### src/rtl/perf_snapshot_pkg.sv
`default_nettype none
// ============================================================================
// Module      : perf_snapshot_pkg
// Description : Shared types, address map constants and helpers for the
//               performance-counter snapshot master.
// Revision    : 1.0 - initial release
// ============================================================================
package perf_snapshot_pkg;

    // Snapshot sequencer states
    typedef enum logic [2:0] {
        ST_IDLE   = 3'd0,
        ST_FREEZE = 3'd1,
        ST_HDR    = 3'd2,
        ST_ADDR   = 3'd3,
        ST_DATA   = 3'd4,
        ST_RESUME = 3'd5
    } state_t;

    // Counter slave address map: each section occupies four words
    localparam int unsigned SECTION_STRIDE = 4;
    localparam logic [1:0]  OFF_TIME_LO    = 2'd0;
    localparam logic [1:0]  OFF_TIME_HI    = 2'd1;
    localparam logic [1:0]  OFF_EVENT      = 2'd2;

    // Section-0 control words: writing address 0 stops, address 1 restarts
    localparam logic [4:0]  ADDR_STOP0     = 5'd0;
    localparam logic [4:0]  ADDR_GO0       = 5'd1;

    // Word address of a given section/offset pair
    function automatic logic [4:0] word_addr(input logic [2:0] sec, input logic [1:0] off);
        return 5'(32'(sec) * SECTION_STRIDE) + {3'b000, off};
    endfunction

endpackage
`default_nettype wire

### src/rtl/perf_snapshot_timer.sv
`default_nettype none
// ============================================================================
// Module      : perf_snapshot_timer
// Description : Sample-period down-counter. Emits a one-cycle tick every
//               SAMPLE_PERIOD enabled cycles; SAMPLE_PERIOD = 0 never ticks.
// Revision    : 1.0 - initial release
// ============================================================================
module perf_snapshot_timer #(
    parameter int unsigned SAMPLE_PERIOD = 50000000
) (
    input  logic clk,
    input  logic reset,
    input  logic enable,
    output logic tick
);

    // For a zero period the reload wraps to all ones; the tick is gated off below
    localparam logic [31:0] RELOAD = 32'(SAMPLE_PERIOD - 1);

    logic [31:0] r_count;

    // Count down while enabled, reload on zero; park at the reload value when disabled
    always_ff @(posedge clk) begin
        if (reset) begin
            r_count <= RELOAD;
        end else if (!enable) begin
            r_count <= RELOAD;
        end else if (r_count == 32'd0) begin
            r_count <= RELOAD;
        end else begin
            r_count <= r_count - 32'd1;
        end
    end

    assign tick = (SAMPLE_PERIOD != 0) && enable && (r_count == 32'd0);

endmodule
`default_nettype wire

### src/rtl/perf_snapshot_master.sv
`default_nettype none
// ============================================================================
// Module      : perf_snapshot_master
// Description : Avalon-MM master that freezes the performance counter slave,
//               reads time-lo/time-hi/event words of each section, streams
//               them as one packet headed by a sequence number, then restarts.
// Revision    : 1.0 - initial release
// ============================================================================
module perf_snapshot_master
    import perf_snapshot_pkg::*;
#(
    parameter int unsigned NUM_SECTIONS  = 8,
    parameter int unsigned SAMPLE_PERIOD = 50000000,
    parameter bit          FREEZE        = 1'b1
) (
    input  logic        clk,
    input  logic        reset,
    input  logic        enable,
    input  logic        trigger,
    output logic [4:0]  pc_address,
    output logic        pc_write,
    output logic        pc_begintransfer,
    output logic [31:0] pc_writedata,
    input  logic [31:0] pc_readdata,
    output logic        sample_valid,
    input  logic        sample_ready,
    output logic [31:0] sample_data,
    output logic        sample_sop,
    output logic        sample_eop,
    output logic        busy,
    output logic [15:0] overrun_count
);

    localparam logic [2:0] LAST_SEC = 3'(NUM_SECTIONS - 1);

    state_t      r_state;
    state_t      w_next;
    logic        r_pending;
    logic [15:0] r_overrun;
    logic [31:0] r_seq;
    logic [2:0]  r_sec;
    logic [1:0]  r_off;
    logic [31:0] r_data;
    logic        r_captured;

    logic        w_tick;
    logic        w_req;
    logic        w_busy;
    logic        w_start;
    logic        w_last;
    logic [4:0]  w_addr;

    perf_snapshot_timer #(
        .SAMPLE_PERIOD (SAMPLE_PERIOD)
    ) u_timer (
        .clk    (clk),
        .reset  (reset),
        .enable (enable),
        .tick   (w_tick)
    );

    assign w_req         = trigger | w_tick;
    assign w_busy        = (r_state != ST_IDLE);
    // A request in IDLE starts immediately, without waiting a cycle for pending
    assign w_start       = (r_state == ST_IDLE) && (r_pending || w_req);
    assign w_last        = (r_sec == LAST_SEC) && (r_off == OFF_EVENT);
    assign w_addr        = word_addr(r_sec, r_off);
    assign busy          = w_busy;
    assign overrun_count = r_overrun;

    // State register
    always_ff @(posedge clk) begin
        if (reset) begin
            r_state <= ST_IDLE;
        end else begin
            r_state <= w_next;
        end
    end

    // Next-state logic: header, then an ADDR/DATA pair per word, then resume
    always_comb begin
        w_next = r_state;
        case (r_state)
            ST_IDLE:   if (w_start) w_next = ST_FREEZE;
            ST_FREEZE: w_next = ST_HDR;
            ST_HDR:    if (sample_ready) w_next = ST_ADDR;
            ST_ADDR:   w_next = ST_DATA;
            ST_DATA:   if (sample_ready) w_next = w_last ? ST_RESUME : ST_ADDR;
            ST_RESUME: w_next = ST_IDLE;
            default:   w_next = ST_IDLE;
        endcase
    end

    // Output decode; the counter write strobe exists only in FREEZE/RESUME
    always_comb begin
        pc_address       = 5'd0;
        pc_write         = 1'b0;
        pc_begintransfer = 1'b0;
        pc_writedata     = 32'd0;
        sample_valid     = 1'b0;
        sample_data      = 32'd0;
        sample_sop       = 1'b0;
        sample_eop       = 1'b0;
        case (r_state)
            ST_FREEZE: begin
                pc_address       = ADDR_STOP0;
                pc_write         = FREEZE;
                pc_begintransfer = FREEZE;
            end
            ST_HDR: begin
                sample_valid = 1'b1;
                sample_sop   = 1'b1;
                sample_data  = r_seq;
            end
            ST_ADDR: begin
                pc_address = w_addr;
            end
            ST_DATA: begin
                pc_address   = w_addr;
                sample_valid = 1'b1;
                // First DATA cycle forwards the slave word; later stall cycles replay the copy
                sample_data  = r_captured ? r_data : pc_readdata;
                sample_eop   = w_last;
            end
            ST_RESUME: begin
                pc_address       = ADDR_GO0;
                pc_write         = FREEZE;
                pc_begintransfer = FREEZE;
            end
            default: ;
        endcase
    end

    // Request bookkeeping: coalesce into one pending flag, count the surplus
    always_ff @(posedge clk) begin
        if (reset) begin
            r_pending <= 1'b0;
            r_overrun <= 16'd0;
        end else begin
            if (w_start) begin
                r_pending <= 1'b0;
            end else if (w_req) begin
                r_pending <= 1'b1;
            end
            if (w_req && (w_busy || r_pending) && (r_overrun != 16'hFFFF)) begin
                r_overrun <= r_overrun + 16'd1;
            end
        end
    end

    // Word pointer, read-data hold register and packet sequence number
    always_ff @(posedge clk) begin
        if (reset) begin
            r_seq      <= 32'd0;
            r_sec      <= 3'd0;
            r_off      <= OFF_TIME_LO;
            r_data     <= 32'd0;
            r_captured <= 1'b0;
        end else begin
            case (r_state)
                ST_HDR: begin
                    r_sec <= 3'd0;
                    r_off <= OFF_TIME_LO;
                end
                ST_ADDR: begin
                    r_captured <= 1'b0;
                end
                ST_DATA: begin
                    if (!r_captured) begin
                        r_data     <= pc_readdata;
                        r_captured <= 1'b1;
                    end
                    if (sample_ready) begin
                        if (r_off == OFF_EVENT) begin
                            r_off <= OFF_TIME_LO;
                            r_sec <= r_sec + 3'd1;
                        end else begin
                            r_off <= r_off + 2'd1;
                        end
                    end
                end
                ST_RESUME: begin
                    r_seq <= r_seq + 32'd1;
                end
                default: ;
            endcase
        end
    end

endmodule
`default_nettype wire

### config.mk
export PLATFORM = sky130hd
export DESIGN_NAME = perf_snapshot_master
export DESIGN_NICKNAME = d
export VERILOG_FILES = /design/src/rtl/perf_snapshot_pkg.sv /design/src/rtl/perf_snapshot_timer.sv /design/src/rtl/perf_snapshot_master.sv
export SDC_FILE = /design/constraint.sdc
export NUM_CORES = 1
export LEC_CHECK = 0
export BUFFER_PORTS_ARGS = -buffer_cell sky130_fd_sc_hd__buf_2
export CORE_UTILIZATION = 45
export DETAILED_ROUTE_END_ITERATION = 10
export GPL_ROUTABILITY_DRIVEN = 0
export PLACE_DENSITY = 0.67
export RECOVER_POWER = 100
export SLEW_MARGIN = 20
export SYNTH_ARGS = -nofsm -noshare
export SYNTH_HDL_FRONTEND = slang
export SYNTH_HIERARCHICAL = 1
export SYNTH_SLANG_ARGS = --single-unit
### constraint.sdc
create_clock -name clk -period 3.3 [get_ports clk]
set_input_delay 0.495 -clock clk [delete_from_list [all_inputs] [get_ports clk]]
set_output_delay 0.495 -clock clk [all_outputs]
set_load 0.005 [all_outputs]
Word level (Yosys, flattened, before mapping)
Cells that the tools add are included.
Operators by class
  add/sub/neg operators: 6
  equal/unequal tests: 12
  multiplexer cells: 19
  bitwise logic cells: 2
  reduce and logical (&&, ||, !) cells: 20
Operators by type and width (count)
  case mux 32 bit (2 select lines): 1
  adder 32 x 1 -> 32 bit, second input constant: 1
  zero test 32 bit: 1
  two-way mux 32 bit: 1
  subtractor 32 x 1 -> 32 bit, second input constant: 1
  two-way mux 3 bit: 6
  adder 16 x 1 -> 16 bit, second input constant: 1
  != test 16 bit, second input constant: 1
  case mux 3 bit (5 select lines): 1
  case mux 5 bit (2 select lines): 1
  equality test 3 bit, second input constant: 3
  != test 2 bit, second input constant: 4
  OR reduction 2 bit: 4
  equality test 3 x 2 -> 1 bit, second input constant: 2
  case mux 3 bit (2 select lines): 1
  AND reduction 3 bit: 2
  adder 5 x 2 -> 5 bit: 1
  logical AND 1 bit: 5
  two-way mux 1 bit: 4
  two-way mux 2 bit: 2
  case mux 2 bit (2 select lines): 1
  nonzero test 2 bit: 2
  adder 3 x 1 -> 3 bit, second input constant: 1
  equality test 3 x 1 -> 1 bit, second input constant: 1
  other kinds (10): 11
Storage, ports and cells
  flip-flop bits (word level): 122
  input bits: 37
  output and inout bits: 91

Longest topological paths before layout
Gate-level depths: netlist of run 1.
  word-level depth: 7
  depth in mapped cells: 10
  depth with buffers taken out: 10

By module
The synthesis of run 1 kept the hierarchy.
By module, submodules not included
  perf_snapshot_master: instances 1, cells an instance 639, area an instance 4999.8 um^2, sequential area each 1801.7 um^2
  perf_snapshot_timer: instances 1, cells an instance 167, area an instance 1437.6 um^2, sequential area each 640.6 um^2

Worst setup path after synthesis of run 1
Ideal clock, no wire load.
  path kind: register -> register
  start point: register u_timer.r_count[17]
  end point: register r_overrun[14] (netlist: overrun_count[14])
  library setup time: 123 ps
  data arrival time: 2601 ps
  required time: 3177 ps
  path slack: 576 ps
  cell stages (with the launch flop): 8
  clock period less this slack: 2724 ps
  path through: dfxtp_1 -> or4_4 -> or2_4 -> nor3_1 -> and3_1 -> o2111ai_1 -> nor4_1 -> mux2_1
On the way
  word-level cells in the longest chain between the ends: 5
RTL lines
  start: declaration: line perf_snapshot_timer.sv:20  | logic [31:0] r_count;
  start signal: assignment: line perf_snapshot_timer.sv:31  | r_count <= r_count - 32'd1;
  zero test 32 bit: line perf_snapshot_timer.sv:35  | assign tick = (SAMPLE_PERIOD != 0) && enable && (r_count == 32'd0);
  logical AND 1 bit: line perf_snapshot_timer.sv:35
  via w_tick: line perf_snapshot_master.sv:46  | logic w_tick;
  OR 1 bit: line perf_snapshot_master.sv:62  | assign w_req = trigger | w_tick;
  logical AND 1 bit (2 in series): line perf_snapshot_master.sv:145  | if (w_req && (w_busy || r_pending) && (r_overrun != 16'hFFFF)) begin
  end signal: assignment: line perf_snapshot_master.sv:146  | r_overrun <= r_overrun + 16'd1;
  end: declaration: line perf_snapshot_master.sv:39  | logic [15:0] r_overrun;
The timed path passes the listed nets, and every way through them passes these cells.
A chain may end at the register's enable or synchronous reset.

Worst setup path in the final report of run 1
Ends and elaborated chain as after synthesis.

==> results of run 1 <==
## worst max-delay path, stage by stage (launching register included)
cell and delay [ns]:
dfxtp_1 0.32, or4_1 0.58, or2_4 0.28, nor3_1 0.26, and3_1 0.27, o2111ai_1 0.35
nor4_1 0.41, mux2_1 0.35
## worst paths after layout
kind                  startpoint            endpoint  depth (start not counted)
min reg2reg   u_timer/r_count[0]  u_timer/r_count[0]                          1
max          u_timer/r_count[17]   overrun_count[14]                          7
max reg2reg  u_timer/r_count[17]   overrun_count[14]                          7
min               pc_readdata[0]           r_data[0]                          3
## registers in the layout, summed over array words and instances, names as in the netlist
signal	flops
r_off	2
u_timer/r_count	32
r_pending	1
r_state	3
r_seq	32
r_sec	3
r_captured	1
r_data	32
overrun_count	16
## cell families (layout without fill, tap and decap cells)
kind of cell / Yosys count / after routing
simple gates: 348 / 348
compound gates: 160 / 160
flops: 122 / 122
buf+inv: 95 / 160
mux: 43 / 43
xor+xnor: 32 / 32
fa+ha+maj: 5 / 5
other cells: 1 / 32
## cell usage after synthesis (3+ instances only)
cell type,number
a211oi_1,7
a21oi_1,70
a31oi_1,4
and2_1,7
and3_1,4
and4_1,5
buf_1,5
buf_2,4
buf_4,33
clkbuf_1,33
dfxtp_1,122
ha_1,5
inv_1,18
mux2_2,7
mux2i_1,35
nand2_1,145
nand2b_1,4
nand3_1,18
nand3b_1,6
nand4_1,15
nor2_1,41
nor2b_1,13
nor3_1,16
nor3b_1,6
nor4_1,13
nor4b_1,3
o21ai_0,45
o31ai_1,17
o41ai_1,3
or2_2,3
or3_1,11
or4_1,21
or4_4,3
xnor2_1,19
xor2_1,13
## power by group
part | total, mW | switching [mW] | internal, mW | leakage (nW)
logic | 0.243 | 0.146 | 0.0973 | 1.23
registers | 1.52 | 0.0316 | 1.49 | 0.985
clock network | 1.93 | 0.683 | 1.24 | 0.291
total | 3.69 | 0.861 | 2.83 | 2.50
## placed cells by master, fill, tap and decap left out, drive strengths merged, types with 14 or more instances in the layout
master / instances
a21oi: 70
buf: 55
clkbuf: 76
conb: 32
dfxtp: 122
inv: 18
mux2i: 35
nand2: 145
nand3: 18
nand4: 16
nor2: 41
nor3: 16
nor4: 14
o21ai: 46
o31ai: 17
or4: 24
xnor2: 19
## final cells by class
cell class / instances / area share, %
Multi-Input combinational cell: 620 / 48.2
Sequential cell: 122 / 32.7
Timing Repair Buffer: 110 / 6.98
Clock buffer: 21 / 6.29
Tap cell: 180 / 3.01
Clock inverter: 11 / 1.92
Inverter: 18 / 0.904
## per-layer routing
metal	wire [µm]	up-vias	track usage (%)
met2	7110	157	33.5
li1	-	2963	-
met1	7340	2778	28.2
met5	10	-	0
met3	880	24	5.66
met4	295	2	8.56
## per-stage QoR
| step | util [%] | setup slack (ns) | cells |
|---|---|---|---|
| global placement | 50.0 | 0.436 | 1050 |
| global route | 53.7 | 0.175 | 1082 |
| floorplan | - | 0.576 | 837 |
| CTS | 54.4 | 0.397 | 1082 |
| detailed placement | 50.0 | 0.403 | 1050 |
| finish | 53.7 | 0.370 | 1082 |
==> flow_summary.ini, run 1 <==
[run_status]
status = finished clean

[finish]
area_delta_synth_final_pct = 16.2
final_area_um2 = 7480
final-seq-area_um2 = 2440
drive_above_1_share_pct = 11.5
diodes = 0
num-nets-final = 931
multi_input_area_um2 = 3600
fill_cells = 1350

[route]
dr.pass1.iters = 5
drc = 0
vias_per_cell = 5.48
vias = 5924
wl_per_cell_um = 14.4
drt_first_iter_violations = 368
wl_mm = 15.6
ant_nets = 0

[synthesis]
synth_area_um2 = 6440
async_reset_ff_share_pct = 0
yosysTopAreaCell = dfxtp_1
postSynthCellCount = 806
yosysSeqAreaShare_pct = 37.9
netlist-cell-type-count = 62
synth_mux_area_share_pct = 6.84
synth_top_family_by_area = simple AND/OR/NAND/NOR gates
netlist.area_leader.share_pct = 37.9
synth_area_leaders = dfxtp_1, nand2_1, a21oi_1, mux2i_1, buf_4
synth_simple_gate_area_share_pct = 27.9
postSynthAreaPerCell_um2 = 7.99
ys_seq_elements = 122
yosysWarnings = 6
synth_compound_area_share_pct = 14.3
ys.flop_type = dfxtp_1
synth_edf_count = 0
synth_adder_area_share_pct = 0.972
synth_xor_area_share_pct = 4.35

[clock_network]
cts_max_level = 4
cts_setup_buffers = 0
hold_buffers = 0
cts_buffers = 17
cts_tree = built
cts_root_buffer = clkbuf_16
ctsResizeCount = 0
clock_sinks = 122
clockBufferDepth = 2
clkTransAtPathRegs_ns = 0.06
insertion_delay_ns = 0.42

[global_route]
grtUsageTotal_pct = 21.5
grt_pass1_vias = 5111
antenna_found_initial = 1
overflow = 0
grt_first_pass_wirelength_mm = 24.8
grt_max_degree = 68

[timing]
slew_viol_final = 0
worstMarginPinSlew_ns = 0.981
fin_crit_ns = 2.93
rsz0062_at_grt = no
max-slew-margin-rel_pct = 34.6
skew_ns = 0.00613
setup_violations = 0
finalHoldViolCount = 0
finalCritPeriodShare_pct = 88.8
clock.fmax_ghz = 0.341
whs_ns = 0.316
tns_ns = 0

[setup_path]
crit_path_start_kind = flip-flop
critPathRequiredTime_ns = 3.61
endpoint_kind = flip-flop
cp_data_arrival_time_ns = 3.24
crit_type = flip-flop to flip-flop
cp_max_fo = 9
regToRegSetupSlack_ns = 0.37

[placed_design]
dpl_cell_area_um2 = 6960
detailed_place_hpwl_mm = 10.7
io_buffers = 95

[floorplan]
ios = 128
row_count = 43
die-area_um2 = 14800
fp.coreArea_um2 = 13900
initial_core_util_pct = 46.2
die_w_um = 122
die_y_um = 122

[pwr]
power.leakage_nw = 2.50
ir_worst_vdd_uv = 426
power.total_mw = 3.69
powerDensity_nw_per_um2 = 494

[hold_path]
min_path_type = input port to flip-flop

[flow_run]
drv_cap = 0
(Power assumes the default switching activity.)
==> run 2, diff against run 1 <==
--- a/config.mk
+++ b/config.mk
@@ -9,10 +9,9 @@
 export CORE_UTILIZATION = 45
 export DETAILED_ROUTE_END_ITERATION = 10
 export GPL_ROUTABILITY_DRIVEN = 0
-export PLACE_DENSITY = 0.67
+export PLACE_DENSITY = 0.68
 export RECOVER_POWER = 100
 export SLEW_MARGIN = 20
 export SYNTH_ARGS = -nofsm -noshare
 export SYNTH_HDL_FRONTEND = slang
-export SYNTH_HIERARCHICAL = 1
 export SYNTH_SLANG_ARGS = --single-unit
==> run 2 against run 1 <==
The run now ends with max-capacitance violations left. Non-clock buffer count is 1 lower. Count of clock-buffer cells in the layout is 6 higher. First-iteration DRC count is 22% lower. Flip-flop and latch count stayed put. Highest routed layer is now met4. Utilization is 0.92 points higher. Setup slack worse by 0.013 ns. Combinational power is 3% lower. Largest cell class unchanged. Clock skew is 0.00053 ns lower.
==> flow_summary.ini, run 2 <==
[timing]
fin_crit_ns = 2.94
worstMarginPinSlew_ns = 1.49
max-slew-margin-rel_pct = 0.481
slew_viol_final = 0
setup_violations = 0
finalHoldViolCount = 0
skew_ns = 0.00560
whs_ns = 0.327
tns_ns = 0
finalCritPeriodShare_pct = 89.2
rsz0062_at_grt = no
clock.fmax_ghz = 0.340

[route]
ant_nets = 0
drc = 0
dr.pass1.iters = 5
vias_per_cell = 5.08
drt_first_iter_violations = 288
vias = 5209
wl_mm = 13.0
wl_per_cell_um = 12.6

[synthesis]
synth_area_leaders = dfxtp_1, nand2_1, mux2i_1, a21oi_1, nor2_1
synth_edf_count = 0
synth_most_common_cell = nand2_1
async_reset_ff_share_pct = 0
ys.flop_type = dfxtp_1
ys_seq_elements = 122
yosysTopAreaCell = dfxtp_1
postSynthCellCount = 757
synthTopCellsByCount = nand2_1, dfxtp_1, nor2_1
yosysWarnings = 0
netlist-cell-type-count = 46
synth_area_um2 = 6030
postSynthAreaPerCell_um2 = 7.96
yosysSeqAreaShare_pct = 40.5
netlist.area_leader.share_pct = 40.5

[clock_network]
hold_buffers = 0
cts_max_level = 4
cts_root_buffer = clkbuf_16
clkTransAtPathRegs_ns = 0.05
cts_setup_buffers = 0
clock_sinks = 122
insertion_delay_ns = 0.41
cts_tree = built
ctsResizeCount = 0
cts_buffers = 17
clockBufferDepth = 2

[placed_design]
io_buffers = 95
detailed_place_hpwl_mm = 8.96

[run_status]
failed_checks = max-capacitance violations
status = finished, violations left

[setup_path]
cp_max_fo = 16
reg2reg_depth = 7
crit_type = flip-flop to flip-flop
critPathRequiredTime_ns = 3.62
regToRegSetupSlack_ns = 0.36
worst_r2r_endpoint = overrun_count[9]
cp_data_arrival_time_ns = 3.26
endpoint_kind = flip-flop
regToRegStartpoint = u_timer.r_count[14]
crit_path_start_kind = flip-flop

[hold_path]
min_path_type = input port to flip-flop
hold_depth = 3
hold_path_end = r_data[4]
min_from = pc_readdata[4]

[pwr]
power.leakage_nw = 2.53
ir_worst_vdd_uv = 348
powerDensity_nw_per_um2 = 489

[finish]
area_delta_synth_final_pct = 16.1
top_regs = r_data (32), r_seq (32), u_timer.r_count (32)
diodes = 0
layout_common_cells = nand2_1, dfxtp_1, nor2_1
drive_above_1_share_pct = 12.2
num-nets-final = 886
layout_commonest_cell = nand2_1
fill_cells = 1287

[global_route]
grt_pass1_vias = 4933
overflow = 0
grt_max_degree = 73
grtUsageTotal_pct = 19.8
antenna_found_initial = 0
grt_first_pass_wirelength_mm = 22.5

[floorplan]
fp.coreArea_um2 = 12800
initial_core_util_pct = 47.0
ios = 128
die-area_um2 = 13900
die_w_um = 118
row_count = 41
die_y_um = 118

[flow_run]
drv_cap = 1
## run 2: cell count changes after synthesis, sizes merged, moves of 11 or more
cell | previous run | this run
nor2 | 41 | 73
o31ai | 17 | 2
xor2 | 13 | 28
or3 | 13 | 27
or4 | 24 | 10
nor2b | 13 | 1
a21oi | 70 | 59
## run 2: report_power, final
| part | internal, mW | switching, mW |
|---|---|---|
| logic | 0.0917 | 0.143 |
| clock network | 1.06 | 0.600 |
| registers | 1.49 | 0.0302 |
## run 2: logic make-up after synthesis
family	synth area share, %
other	0.0622
buffers and inverters	7.47
xor gates and xnor gates	7.70
AOI/OAI and AO/OA	11.3
DFF	40.5
and+or+nand+nor	26.1
muxes	5.81
adders and majority gates	1.04
## run 2: per-stage QoR
stage / util (%) / cell area [µm²] / instances / power [mW] / setup WS, ns
detailed placement: 51.0 / 6550 / 997 / 1.79 / 0.428
finish: 54.6 / 7000 / 1026 / 3.42 / 0.357
global placement: 51.0 / 6550 / 997 / 1.79 / 0.473
global route: 54.6 / 7000 / 1026 / 3.56 / 0.172
CTS: 55.2 / 7080 / 1026 / 3.46 / 0.419
floorplan: - / 6140 / 788 / 1.73 / 0.625
## run 2: critical path, stage by stage, from the launching register on
cell and delay, ns:
dfxtp_1 0.34, or4_1 0.60, or4_4 0.57, nor3_4 0.22, a41oi_2 0.32, buf_4 0.30
or3_1 0.35, a21oi_1 0.14
## run 2: per-layer routing
layer,up-vias,GRT usage [%],wire [µm]
met3,13,6.40,668
li1,2689,-,-
met4,0,6.41,140
met5,-,0,0
met2,117,32.7,6200
met1,2390,24.3,5950
## run 2: worst max path at each step
stage,startpoint,to,cells after the start,slack (ns)
global placement,u_timer.r_count[14],overrun_count[9],7,0.47
global route,u_timer.r_count[14],overrun_count[15],7,0.17
CTS,u_timer.r_count[14],overrun_count[15],7,0.42
detailed placement,u_timer.r_count[14],overrun_count[15],7,0.43
finish,u_timer.r_count[14],overrun_count[9],7,0.36
floorplan,u_timer.r_count[14],overrun_count[14],8,0.63
## run 2: layout make-up
type	instances	area [µm²]	area share, %
inverter	11	41.3	0.590
multi-input combinational	583	3250	46.4
clock inverter	2	10.0	0.143
clock buffer	27	523	7.47
timing repair buffer	109	517	7.38
sequential	122	2440	34.9
tap	172	215	3.07
